`src/rtl/fifo_pkg.sv`:
```
// rtl/fifo_pkg.sv - shared FIFO typedefs and helpers
//
// Purpose: typedefs and helpers used by the FIFO and by the blocks that
//          sit around it.
//   arb_state_t : write-port arbiter state (ARB = arbitrate every beat,
//                 LOCK = grant held by one requester for a packet)
//   idx_w()     : width of an index into n items (at least 1 bit)
package fifo_pkg;

  typedef enum logic {
    ARB  = 1'b0,
    LOCK = 1'b1
  } arb_state_t;

  function automatic int idx_w(input int n);
    return (n > 1) ? $clog2(n) : 1;
  endfunction

endpackage

```
`src/rtl/rr_pick_m.sv`:
```
// rtl/rr_pick_m.sv - combinational round-robin picker
//
// Purpose: returns the first set request bit, searching upward from ptr+1
//          and wrapping from N-1 to 0, so ptr always has the lowest
//          priority.
// Ports:
//   req    in  N   request vector
//   ptr    in  IW  index of the most recently served requester
//   winner out IW  selected index (0 when nothing is requested)
//   found  out 1   at least one request bit is set
module rr_pick_m
  import fifo_pkg::*;
#(
  parameter int N  = 4,
  parameter int IW = idx_w(N)
) (
  input  logic [N-1:0]  req,
  input  logic [IW-1:0] ptr,
  output logic [IW-1:0] winner,
  output logic          found
);

  logic [IW-1:0] idx;

  always_comb begin
    found  = 1'b0;
    winner = '0;
    idx    = '0;
    // Arithmetic modulo N, so a non-power-of-two N wraps from N-1 to 0.
    for (int k = 1; k <= N; k++) begin
      idx = IW'((int'(ptr) + k) % N);
      if (!found && req[idx]) begin
        found  = 1'b1;
        winner = idx;
      end
    end
  end

endmodule

```
`src/rtl/fifo_wr_arb_m.sv`:
```
// rtl/fifo_wr_arb_m.sv - round-robin arbiter for the FIFO push side
//
// Purpose: lets N valid/ready requesters share the push side of one FIFO.
//          Each beat is arbitrated separately, or with PACKET_MODE="yes"
//          the grant is held from the first beat of a packet to its last.
// Ports:
//   clk          in  1        FIFO write clock
//   rst          in  1        asynchronous reset, active high
//   req_data     in  N items  item offered by each requester
//   req_valid    in  N        item valid for each requester
//   req_last     in  N        last beat of a packet (packet mode only)
//   req_ready    out N        accept for each requester
//   tail         out item     to FIFO tail
//   push         out 1        to FIFO push
//   full         in  1        from FIFO full
//   wr_rst_busy  in  1        from FIFO wr_rst_busy
//   grant_id     out clog2(N) most recently accepted requester
//   locked       out 1        packet in progress
module fifo_wr_arb_m
  import fifo_pkg::*;
#(
  parameter int    N              = 4,
  parameter type   DATA_ITEM_TYPE = logic,
  parameter string PACKET_MODE    = "no"
) (
  input  logic                 clk,
  input  logic                 rst,
  input  DATA_ITEM_TYPE        req_data [N],
  input  logic [N-1:0]         req_valid,
  input  logic [N-1:0]         req_last,
  output logic [N-1:0]         req_ready,
  output DATA_ITEM_TYPE        tail,
  output logic                 push,
  input  logic                 full,
  input  logic                 wr_rst_busy,
  output logic [$clog2(N)-1:0] grant_id,
  output logic                 locked
);

  localparam int IW  = idx_w(N);
  localparam bit PKT = (PACKET_MODE == "yes");

  arb_state_t    state, state_nxt;
  logic [IW-1:0] ptr;
  logic [IW-1:0] owner, owner_nxt;
  logic [N-1:0]  cand;
  logic [IW-1:0] winner;
  logic          found;
  logic          can_push;
  logic          accept;

  // During a packet only the owner may compete, even when its valid is low,
  // so that a stalled owner keeps the lock.
  assign cand     = (state == LOCK) ? (req_valid & (N'(1) << owner)) : req_valid;
  assign can_push = !full && !wr_rst_busy && !rst;
  assign accept   = found && can_push;

  rr_pick_m #(.N(N), .IW(IW)) u_pick (
    .req    (cand),
    .ptr    (ptr),
    .winner (winner),
    .found  (found)
  );

  always_comb begin
    req_ready = '0;
    push      = accept;
    tail      = '0;
    if (found && can_push) req_ready[winner] = 1'b1;
    if (found && !rst)     tail = req_data[winner];
  end

  always_comb begin
    state_nxt = state;
    owner_nxt = owner;
    if (PKT && accept) begin
      case (state)
        ARB: begin
          // A single-beat packet never enters LOCK.
          if (!req_last[winner]) begin
            state_nxt = LOCK;
            owner_nxt = winner;
          end
        end
        LOCK: begin
          if (req_last[winner]) state_nxt = ARB;
        end
        default: state_nxt = ARB;
      endcase
    end
  end

  always_ff @(posedge clk or posedge rst) begin
    if (rst) begin
      state    <= ARB;
      owner    <= '0;
      ptr      <= IW'(N - 1);
      grant_id <= '0;
    end else begin
      state <= state_nxt;
      owner <= owner_nxt;
      if (accept) begin
        ptr      <= winner;
        grant_id <= winner;
      end
    end
  end

  assign locked = PKT && (state == LOCK);

endmodule

```
`config.mk`:
```
export PLATFORM = sky130hd
export DESIGN_NAME = fifo_wr_arb_m
export DESIGN_NICKNAME = d
export VERILOG_FILES = /design/src/rtl/fifo_pkg.sv /design/src/rtl/rr_pick_m.sv /design/src/rtl/fifo_wr_arb_m.sv
export SDC_FILE = /design/constraint.sdc
export NUM_CORES = 1
export LEC_CHECK = 0
export CELL_PAD_IN_SITES_DETAIL_PLACEMENT = 1
export CELL_PAD_IN_SITES_GLOBAL_PLACEMENT = 2
export CORE_MARGIN = 5
export CORE_UTILIZATION = 17
export CTS_CLUSTER_DIAMETER = 150
export DETAILED_ROUTE_END_ITERATION = 7
export GPL_TIMING_DRIVEN = 1
export PLACE_DENSITY_LB_ADDON = 0.08
export SLEW_MARGIN = 40
export SYNTH_ARGS = -nofsm -noshare
export SYNTH_HDL_FRONTEND = slang
export SYNTH_SLANG_ARGS = --single-unit
```
`constraint.sdc`:
```
create_clock -name clk -period 3.1 [get_ports clk]
set_input_delay 0.93 -clock clk [delete_from_list [all_inputs] [get_ports clk]]
set_output_delay 0.93 -clock clk [all_outputs]
set_load 0.005 [all_outputs]
```
==> flow_summary.ini, run 1 <==
[outcome]
outcome = completed

[job]
drv_cap = 0

[final_layout]
final_cell_count_no_fill = 102
fillers = 223
area_growth_pct = 117
drive_gt1_share_pct = 54.7
final_core_util_pct = 37.6
fin_nets = 92
diodes = 0

[global_routing]
gr-total-overflow = 0
grt_pass1_wl_mm = 1.94
grt_pass1_vias = 459
antenna_found_initial = 0
grt_max_degree = 6
grt_usage_pct = 9.07

[synth]
synthTopCellsByArea = dfstp_2, dfrtp_1, a211oi_2, mux2i_1, nor2_1
synth_seq_area_share_pct = 31.2
ys_warn_count = 0
synth_fp_nets = 55
synth_area_leader_cell = dfstp_2
syn_inst = 39
synthDistinctLibCells = 22
netlist_area_um2 = 329
synth_seq_cells = 4
netlist.area_leader.share_pct = 16.0
avgSynthCellArea_um2 = 8.44

[power]
ir_drop_uv = 249
powerDensity_mw_per_mm2 = 436
leakagePower_nw = 0.324

[worst_setup_path]
start_kind = input pin
end_kind = output pin
worstSetupPathType = in -> out
slowest_delay_ps = 210
critPathArrivalTime_ps = 2090
crit_fanout = 4
slowest_stage = mux2i_2
crit_required_ps = 2170
path_cells = buf_2, mux2i_2, o22ai_4, buf_4, nor3b_4, a211oi_2, a211oi_2, buf_2

[detailed_routing]
routedWlPerCell_um = 11.5
drt-total-wl_mm = 1.18
drt-pass1-iter-count = 1
drc = 0
drtIter0Drc = 0
vias = 406
drtAntennaViolNets = 0
vias_per_cell = 3.98

[timing]
timing.final.crit_share_pct = 97.6
fmax_ghz = 0.331
rsz0062_at_grt = no
fin_skew_ps = 7.95
report.final.setup_viol = 0
finalHoldViolCount = 0
final.min_clock_period_ps = 3020
drv_slew = 0

[placed_design]
place_inst = 95
port_buffers = 19
routabilityCongestion = 0.687
hpwl_um = 932

[floorplanning]
die_area_mm2 = 0.00292
rows = 16
die_w_um = 54.0
die_y_um = 54.0
num_io_pins = 25
initial_core_util_pct = 17.3
coreArea_mm2 = 0.00190

[clock_network]
cts_tree = done
htree_levels = 1
cts_sinks = 4
path_clk_slew_ps = 40
clk_latency_ps = 230
cts-root-buf = clkbuf_4
cts_buffers = 3
clock_path_buffers = 2

[min_path]
min_path_type = reg -> reg
## power by group
group	switching, mW	internal (mW)
Clock	0.0210	0.0483
Combinational	0.0666	0.0915
Sequential	0.0139	0.0709
## state kept, by name, indices dropped and copies added, names as in the netlist
signal    count
grant_id      2
ptr           2
## layout make-up
type                       count  area [um^2]  share of cell area (%)
multi-input combinational     30          277                    38.6
clock buffer                   4         26.3                    3.67
inverter                       4         15.0                    2.10
sequential                     4          103                    14.3
tap                           27         33.8                    4.72
timing repair buffer          33          262                    36.5
## cells in the mapped netlist (all sizes together)
cell type / number
o41ai: 1
inv: 4
nand2: 3
a211oi: 2
buf: 1
o22ai: 1
nor3b: 1
or2: 1
mux2i: 2
o21a: 2
nand2b: 2
dfstp: 2
a31oi: 1
a21oi: 3
nor2: 6
conb: 1
o21ai: 2
a21bo: 1
dfrtp: 2
nor3: 1
## layout by cell type (no fill, tap or decap), types with 2 or more instances in the layout
cell             Yosys  final
dfrtp_1              2      2
buf_4                1     12
o21ai_1              2      2
a211oi_2             2      2
buf_6                0      2
dfstp_2              2      2
clkdlybuf4s50_1      0      9
buf_2                0      7
nand2_1              3      2
clkbuf_4             0      3
nor2_1               5      5
o21a_1               2      2
inv_1                4      3
## per-layer routing
layer  track usage (%)  wire length, um
met2              15.9              632
met3              1.39               52
met4              3.73                0
met1              10.9              492
met5                 0                0
## cells by family after synthesis
kind of cell	after synthesis	synth area share, %
AO/OA/AOI/OAI	13	32.7
other	1	1.14
AND/OR/NAND/NOR	14	22.1
multiplexers	2	6.08
buffers and inverters	5	6.84
flip-flops	4	31.2
## stage by stage
step	setup TNS, ps	hold WS (ps)	power [mW]	setup WS (ps)	cell area [um^2]
floorplan	0	488	0.139	363	329
global placement	-3650	474	0.212	-738	628
detailed placement	-3610	480	0.211	-721	628
CTS	0	488	0.316	11.6	721
global route	0	509	0.339	17.1	716
finish	0	485	0.312	75.9	716
## critical path, delay by kind of cell
family	cells	cell delay [ps]
simple gates	1	190
buf+inv	3	430
mux	1	210
compound gates	3	330
## final timing paths
check	start	endpoint	slack (ps)	cells past startpoint
worst max-delay path	req_valid[1]	tail	80	8
worst min-delay path	grant_id[0]$_DFFE_PP0P_	grant_id[0]$_DFFE_PP0P_	480	1
worst max register to register	ptr[1]$_DFFE_PP1P_	grant_id[0]$_DFFE_PP0P_	1470	7
worst min register to register	grant_id[0]$_DFFE_PP0P_	grant_id[0]$_DFFE_PP0P_	480	1
max in group asynchronous	rst	ptr[0]$_DFFE_PP1P_	1900	3
min in group asynchronous	rst	grant_id[0]$_DFFE_PP0P_	1000	3
## repair_timing
item                       in CTS  in global routing
gates resized for setup        46                  3
buffers inserted                4                  0
setup endpoints to repair       6                  5
pin swaps                      12                  4
cloned                          0                  0
hold buffers                    0                  0
Power figures use the tool's default switching activity.
==> run 2: changes to the inputs <==
--- a/config.mk
+++ b/config.mk
@@ -9,5 +9,5 @@
 export CELL_PAD_IN_SITES_GLOBAL_PLACEMENT = 2
 export CORE_MARGIN = 5
-export CORE_UTILIZATION = 17
+export CORE_UTILIZATION = 19
 export CTS_CLUSTER_DIAMETER = 150
 export DETAILED_ROUTE_END_ITERATION = 7
@@ -17,3 +17,4 @@
 export SYNTH_ARGS = -nofsm -noshare
 export SYNTH_HDL_FRONTEND = slang
+export SYNTH_HIERARCHICAL = 1
 export SYNTH_SLANG_ARGS = --single-unit
==> constraint.sdc (replaced) <==
create_clock -name clk -period 3.1 [get_ports clk]
set_input_delay 0.62 -clock clk [delete_from_list [all_inputs] [get_ports clk]]
set_output_delay 0.62 -clock clk [all_outputs]
set_load 0.005 [all_outputs]
==> run 2 against run 1 <==
Compared with the run above:
- utilization fell by 0.71 points
- first-iteration DRC count stayed put
- combinational power grew 34%
- setup slack improved by 41 ps
- highest routed layer is now met4
- cell area is 10% lower
==> flow_summary.ini, run 2 <==
[timing]
report.final.setup_viol = 0
hold-worst-slack_ps = 515
final.min_clock_period_ps = 2980
fin_ws_ps = 117
fin_skew_ps = 2.79
tns_ps = 0
finalHoldViolCount = 0
timing.final.crit_share_pct = 96.2
fmax_ghz = 0.335
rsz0062_at_grt = no
drv_slew = 0

[min_path]
hold_path.startpoint = grant_id[0]$_DFFE_PP0P_
min_path_type = reg -> reg
min_to = grant_id[0]$_DFFE_PP0P_
min_path_cells = 1

[synth]
synth_edf_count = 0
ys_async_sr_fraction_pct = 100
ys.flop_type = dfstp_2
synth_fp_nets = 50
netlist.area_leader.share_pct = 17.1
synthTopCellsByArea = mux2_4, dfstp_2, dfrtp_1, mux4_2, nand2b_1
synthDistinctLibCells = 23
synth_seq_cells = 4
ys_warn_count = 6
synth_area_leader_cell = mux2_4
netlist_area_um2 = 350
synth.cells.most_frequent = mux2_4, nand2b_1
synth_seq_area_share_pct = 29.3
synth_most_common_cell = mux2_4
avgSynthCellArea_um2 = 10.3
syn_inst = 34

[clock_network]
cts_buffers = 3
path_clk_slew_ps = 40
cts_tree = done
clock_path_buffers = 2
htree_levels = 1
cts-root-buf = clkbuf_4
clk_latency_ps = 230
cts_sinks = 4
hold_buffers = 0

[power]
powerDensity_mw_per_mm2 = 616
leakagePower_nw = 0.311
p_total_uw = 397
ir_drop_uv = 175

[placed_design]
port_buffers = 19
hpwl_um = 926
placed_area_um2 = 598
routabilityCongestion = 0.662
place_inst = 82
pre_cts_slack_ps = -272

[worst_setup_path]
start_kind = input pin
end_kind = output pin
r2r_end = grant_id[0]$_DFFE_PP0P_
timing.rr.start = ptr[1]$_DFFE_PP1P_
rrSetupSlack_ps = 1440
reg2regPathDepth = 5
slowest_delay_ps = 510
worstSetupPathType = in -> out
path_cells = clkdlybuf4s50_1, nor2_1, nand2_1, or4b_4, buf_4, nor3b_1, dlygate4sd2_1
slowest_stage = clkdlybuf4s50_1
critPathArrivalTime_ps = 2360
crit_path_start = req_valid[0]
crit_fanout = 4
crit_required_ps = 2480

[detailed_routing]
drt-total-wl_mm = 1.12
vias_per_cell = 4.19
drtAntennaViolNets = 0
routedWlPerCell_um = 12.7
drtIter0Drc = 0
vias = 369
drc = 0
drt-pass1-iter-count = 1

[final_layout]
final_cell_count_no_fill = 88
diodes = 0
area_growth_pct = 83.9
fillers = 207
fin_nets = 81
register_area_um2 = 103
multi_input_comb_area_um2 = 230
mostFrequentLayoutCells = clkdlybuf4s50_1, dlygate4sd2_1, buf_4
final_common_cell = clkdlybuf4s50_1
fin_area_um2 = 644
drive_gt1_share_pct = 41.3
final_core_util_pct = 36.9
reg_top3 = grant_id x2, ptr x2

[floorplanning]
die_w_um = 52.9
coreArea_mm2 = 0.00175
initial_core_util_pct = 20.1
die_area_mm2 = 0.00280
rows = 15
num_io_pins = 25
die_y_um = 52.9

[job]
drv_cap = 0

[global_routing]
grt.busiest_layer = met2
grt_pass1_vias = 443
gr-total-overflow = 0
antenna_found_initial = 0
grt_usage_pct = 9.79
met3_usage_pct = 2.82
grtUsageMet1_pct = 10.7
grt_pass1_wl_mm = 1.96
grtUsageMet2_pct = 16.3
grt_max_degree = 8

[outcome]
outcome = completed
-- run 2: cell type report --
cell class / count / share of cell area, %
repair buffers: 28 / 38.3
multi-input cells: 25 / 35.7
flip-flops and latches: 4 / 15.9
well taps: 25 / 4.85
clock buffers: 3 / 3.50
inverters: 3 / 1.75
-- run 2: metal layers --
layer  wire (um)  up-vias
met5           0        -
met3          58        2
met1         456      172
met2         586       17
li1            -      178
met4          15        0
-- run 2: how the worst max path moves through the flow --
stage | to | slack, ps | cells past startpoint
finish | req_ready[2] | 120 | 7
global route | req_ready[2] | 2 | 7
CTS | tail | 100 | 7
detailed placement | tail | -270 | 7
global placement | tail | -230 | 7
floorplan | tail | 630 | 5
-- run 2: cell families after synthesis --
kind of cell,Yosys count,share of synthesized area [%]
buffers and inverters,5,8.57
AND/OR/NAND/NOR,13,23.2
other,1,1.07
multiplexers,6,26.4
AO/OA/AOI/OAI,5,11.4
flip-flops,4,29.3
-- run 2: power breakdown --
part	leakage, nW	internal [mW]	total, mW	switching (mW)
clock	0.0138	0.0434	0.0655	0.0221
sequential	0.0445	0.0898	0.121	0.0313
combinational	0.252	0.142	0.211	0.0682
-- run 2: what timing repair did --
item,4_1_cts,5_1_grt
gates resized for setup,12,0
endpoints found under the setup margin,6,0
setup buffers,3,0
endpoints found under the hold margin,0,0
-- run 2: worst max-delay path: cells and delay by family --
kind	cells	cell delay (ps)
buf+inv	3	920
simple gates	4	810
==> run 3: changes to the inputs <==
--- a/config.mk
+++ b/config.mk
@@ -12,7 +12,6 @@
 export CTS_CLUSTER_DIAMETER = 150
 export DETAILED_ROUTE_END_ITERATION = 7
-export GPL_TIMING_DRIVEN = 1
+export GPL_TIMING_DRIVEN = 0
 export PLACE_DENSITY_LB_ADDON = 0.08
-export SLEW_MARGIN = 40
 export SYNTH_ARGS = -nofsm -noshare
 export SYNTH_HDL_FRONTEND = slang
==> constraint.sdc (replaced) <==
create_clock -name clk -period 3.1 [get_ports clk]
set_input_delay 0.62 -clock clk [delete_from_list [all_inputs] [get_ports clk]]
set_output_delay 0.62 -clock clk [all_outputs]
set_load 0.02 [all_outputs]
==> run 3 against run 2 <==
Compared with the run above:
- cell count fell by 5.7%
- clock power rose by 7.9%
- sequential share of layout area rose by 1.0 points
- largest cell class is now multi-input gates
- highest routed layer is now met3
==> flow_summary.ini, run 3 (synthesis gave the netlist of run 2 again) <==
[outcome]
outcome = completed

[final_layout]
final_common_cell = clkdlybuf4s50_1
fillers = 205
fin_nets = 75
mostFrequentLayoutCells = clkdlybuf4s50_1, mux2_4, clkbuf_4, dlymetal6s2s_1, nand2b_1
drive_gt1_share_pct = 37.9
diodes = 0
reg_top3 = grant_id x2, ptr x2
area_growth_pct = 72.9
final_core_util_pct = 34.7

[timing]
fmax_ghz = 0.354
report.final.setup_viol = 0
fin_ws_ps = 278
fin_skew_ps = 9.22
final.min_clock_period_ps = 2820
finalHoldViolCount = 0
timing.final.crit_share_pct = 91.0
drv_slew = 0
tns_ps = 0
rsz0062_at_grt = no

[floorplanning]
coreArea_mm2 = 0.00175
die_w_um = 52.9
initial_core_util_pct = 20.1
die_y_um = 52.9
rows = 15
die_area_mm2 = 0.00280
num_io_pins = 25

[worst_setup_path]
crit_required_ps = 2480
crit_fanout = 4
crit_buf_inv = 2
worstSetupPathType = in -> out
worstSetupEndpoint = tail
cp_num_cells = 7
crit_path_start = req_valid[3]
timing.rr.start = ptr[1]$_DFFE_PP1P_
end_kind = output pin
start_kind = input pin
slowest_stage = mux4_2
critPathArrivalTime_ps = 2200
r2r_end = grant_id[0]$_DFFE_PP0P_
reg2regPathDepth = 4
slowest_delay_ps = 510
crit_family = multiplexers
rrSetupSlack_ps = 1510
path_cells = dlygate4sd2_1, and2b_1, a21oi_2, o221ai_4, mux4_2, and3_1, buf_2

[placed_design]
port_buffers = 19
routabilityCongestion = 0.683
pre_cts_slack_ps = -548

[global_routing]
grt_pass1_vias = 371
antenna_found_initial = 0
gr-total-overflow = 0
grt_max_degree = 8
grtUsageMet2_pct = 15.1
met3_usage_pct = 3.66
grt_usage_pct = 9.26
grt_pass1_wl_mm = 1.80
grtUsageMet1_pct = 10.7
grt.busiest_layer = met2

[detailed_routing]
routedWlPerCell_um = 12.6
drtAntennaViolNets = 0
drtIter0Drc = 4
vias_per_cell = 4.24
vias = 352
drc = 0
drt-total-wl_mm = 1.04
drt-pass1-iter-count = 3

[power]
p_total_uw = 413
powerDensity_mw_per_mm2 = 682
leakagePower_nw = 0.297
ir_drop_uv = 321

[clock_network]
cts_tree = done
cts_buffers = 3
clk_latency_ps = 240
clock_path_buffers = 2
hold_buffers = 0
path_clk_slew_ps = 40
cts_sinks = 4
htree_levels = 1
cts-root-buf = clkbuf_4

[min_path]
min_path_type = reg -> reg

[job]
drv_cap = 0
[run 3: final cells by class]
type	instances	area (um^2)	area share, %
inverters	3	11.3	1.86
multi-input cells	25	233	38.4
well taps	25	31.3	5.17
plain buffers	2	18.8	3.10
flip-flops and latches	4	103	16.9
repair buffers	20	183	30.2
clock buffers	4	26.3	4.34
[run 3: worst min path at each step]
| stage | slack, ps | cells past startpoint | endpoint | start |
|---|---|---|---|---|
| final | 510 | 1 | grant_id[1]$_DFFE_PP0P_ | grant_id[1]$_DFFE_PP0P_ |
| after global routing | 530 | 1 | grant_id[1]$_DFFE_PP0P_ | grant_id[1]$_DFFE_PP0P_ |
| after CTS | 510 | 1 | grant_id[1]$_DFFE_PP0P_ | grant_id[1]$_DFFE_PP0P_ |
| after detailed placement | 500 | 1 | grant_id[1]$_DFFE_PP0P_ | grant_id[1]$_DFFE_PP0P_ |
| after global placement | 500 | 1 | grant_id[1]$_DFFE_PP0P_ | grant_id[1]$_DFFE_PP0P_ |
| after floorplan | 390 | 1 | grant_id[0]$_DFFE_PP0P_ | rst |
[run 3: metal layers]
layer / share of wire, % / wire length, um
met4: 0 / 0
met5: 0 / 0
met1: 41 / 427
met2: 51 / 533
met3: 7.9 / 82
[run 3: stage by stage]
step	hold WS (ps)	std cells	cell area, um^2
2_1_floorplan	390	34	350
3_3_place_gp	497	78	572
3_5_place_dp	502	78	572
4_1_cts	511	83	613
5_1_grt	532	83	606
6_report	508	83	606
[run 3: power breakdown]
group          internal (mW)  switching [mW]
Combinational          0.127          0.0948
Sequential            0.0898          0.0310
Clock                 0.0483          0.0224
[run 3: repair_timing]
item                       CTS  global route
pin swaps                    1             1
setup endpoints to repair    6             5
setup buffers                1             0
gates resized for setup     16             9
==> RTL change (config.mk and constraints of run 1) <==
Reset style: synchronous (`rst`), changed in one clocked block. Comments in the files are not updated.
--- a/src/rtl/fifo_wr_arb_m.sv
+++ b/src/rtl/fifo_wr_arb_m.sv
@@ -90,7 +90,7 @@
     end
   end
 
-  always_ff @(posedge clk or posedge rst) begin
+  always_ff @(posedge clk) begin
     if (rst) begin
       state    <= ARB;
       owner    <= '0;
Function: differs if rst is asserted again (counterexample within 4 cycles, from zero or initial values and one cycle with rst high); with rst held inactive, the same outputs for 10 cycles.
==> RTL change against run 1 <==
The flow now finishes with violations (setup timing); routed wire length rose by 9.0%; non-clock buffer count rose by 3; area after synthesis rose by 6.1%; register-to-register slack improved by 0.20 ns; count of clock-buffer cells in the layout fell by 1; sequential cell count did not move; final area rose by 2.1%; worst setup slack got worse by 0.14 ns; largest cell class is now buffers.
Power is not compared: it rests on default switching activity, and its combinational part moved more than twofold at a synthesized area within 25%.
==> RTL change: results (changes against run 1) <==
** STA
- Post-Route Skew :: 0.00139 ns (was 0.00795 ns)
- The total negative setup slack is -0.0655 ns (was 0 ns).
- Final worst setup slack :: -0.0655 ns (was 0.0759 ns)
- Setup violations, final :: 1 (was 0)

** Place
- The post-place setup slack was -0.710 ns (was -0.721 ns).
- The estimated wirelength of the detail-placed design was 1020 um (was 932 um).
- The routability congestion estimate came to 0.714 (was 0.687).
- The instance area at placement came to 656 um^2 (was 628 um^2).
- The number of placed instances with taps included is 101 (was 95).

** Worst setup path
- RR Endpoint :: grant_id[1] (was grant_id[0])
- Cell depth of the worst flop-to-flop path :: 6 (was 7)
- Cell with the largest stage delay on the worst path :: sky130_fd_sc_hd__a311oi_2 (was sky130_fd_sc_hd__mux2i_2)
- Max incr delay on CP :: 0.29 ns (was 0.21 ns)
- The top cell family by delay on the critical path was compound AO/OA/AOI/OAI gates (was buffers and inverters).
- The reg2reg setup slack was 1.67 ns (was 1.47 ns).

** Global route
- First-pass GRT wire length :: 2300 um (was 1940 um)
- GRT Overall Usage :: 9.51% (was 9.07%)

** Logic synthesis
- The number of standard cells after synthesis was 44 (was 39).
- Area contributors post-synth :: sky130_fd_sc_hd__dfxtp_1 23%, sky130_fd_sc_hd__nor2_1 8.6%, sky130_fd_sc_hd__a2111oi_4 7.9%, sky130_fd_sc_hd__or2b_1 6.5%, sky130_fd_sc_hd__a21oi_1 5.7% (was sky130_fd_sc_hd__dfstp_2 16%, sky130_fd_sc_hd__dfrtp_1 15%, sky130_fd_sc_hd__a211oi_2 7.6%, sky130_fd_sc_hd__mux2i_1 6.1%, sky130_fd_sc_hd__nor2_1 5.7%)
- Portion of the post-synthesis area used by sequential elements :: 22.9% (was 31.2%)
- The number of distinct library cells after synthesis is 25 (was 22).
- Post-synthesis net count :: 60 (was 55)

** Routing
- Via density per instance :: 4.18 (was 3.98)
- Pre-Repair DR Iteration Count :: 2 (was 1)
- The total length of routed wires was 1280 um (was 1180 um).

** Worst hold path
- End point of the most critical hold path :: grant_id[1] (was grant_id[0])
- The cell depth of the worst min-delay path was 2 (was 1).

** Run status
- Failing checks :: setup timing
- Run status :: finished with violations (was finished clean)
[RTL change: repair_timing]
action                                  4_1_cts  5_1_grt
setup buffers                                 5        0
endpoints found under the setup margin        6        5
pin swaps                                     5        1
gates resized for setup                      39        1
[RTL change: final cells by class]
type | count | area (um^2)
well taps | 27 | 33.8
repair buffers | 36 | 302
clock buffers | 3 | 22.5
inverters | 2 | 7.51
fillers | 259 | 1230
flip-flops and latches | 4 | 80.1
multi-input cells | 37 | 285
[RTL change: routing by layer]
layer	wire [um]	track usage (%)	up-vias	share of wire, %
met5	0	0	-	0
met4	6	3.13	0	0.47
met3	28	3.73	2	2.2
met2	654	15.9	9	51
met1	594	11.0	211	46
li1	-	-	234	-
[RTL change: cell families (layout without fill, tap and decap cells)]
kind of cell	Yosys count	after routing	synth area share, %
AND/OR/NAND/NOR	23	23	38.0
AO/OA/AOI/OAI	11	11	27.6
flip-flops	4	4	22.9
buffers and inverters	3	41	4.30
multiplexers	2	2	6.09
other	1	1	1.07
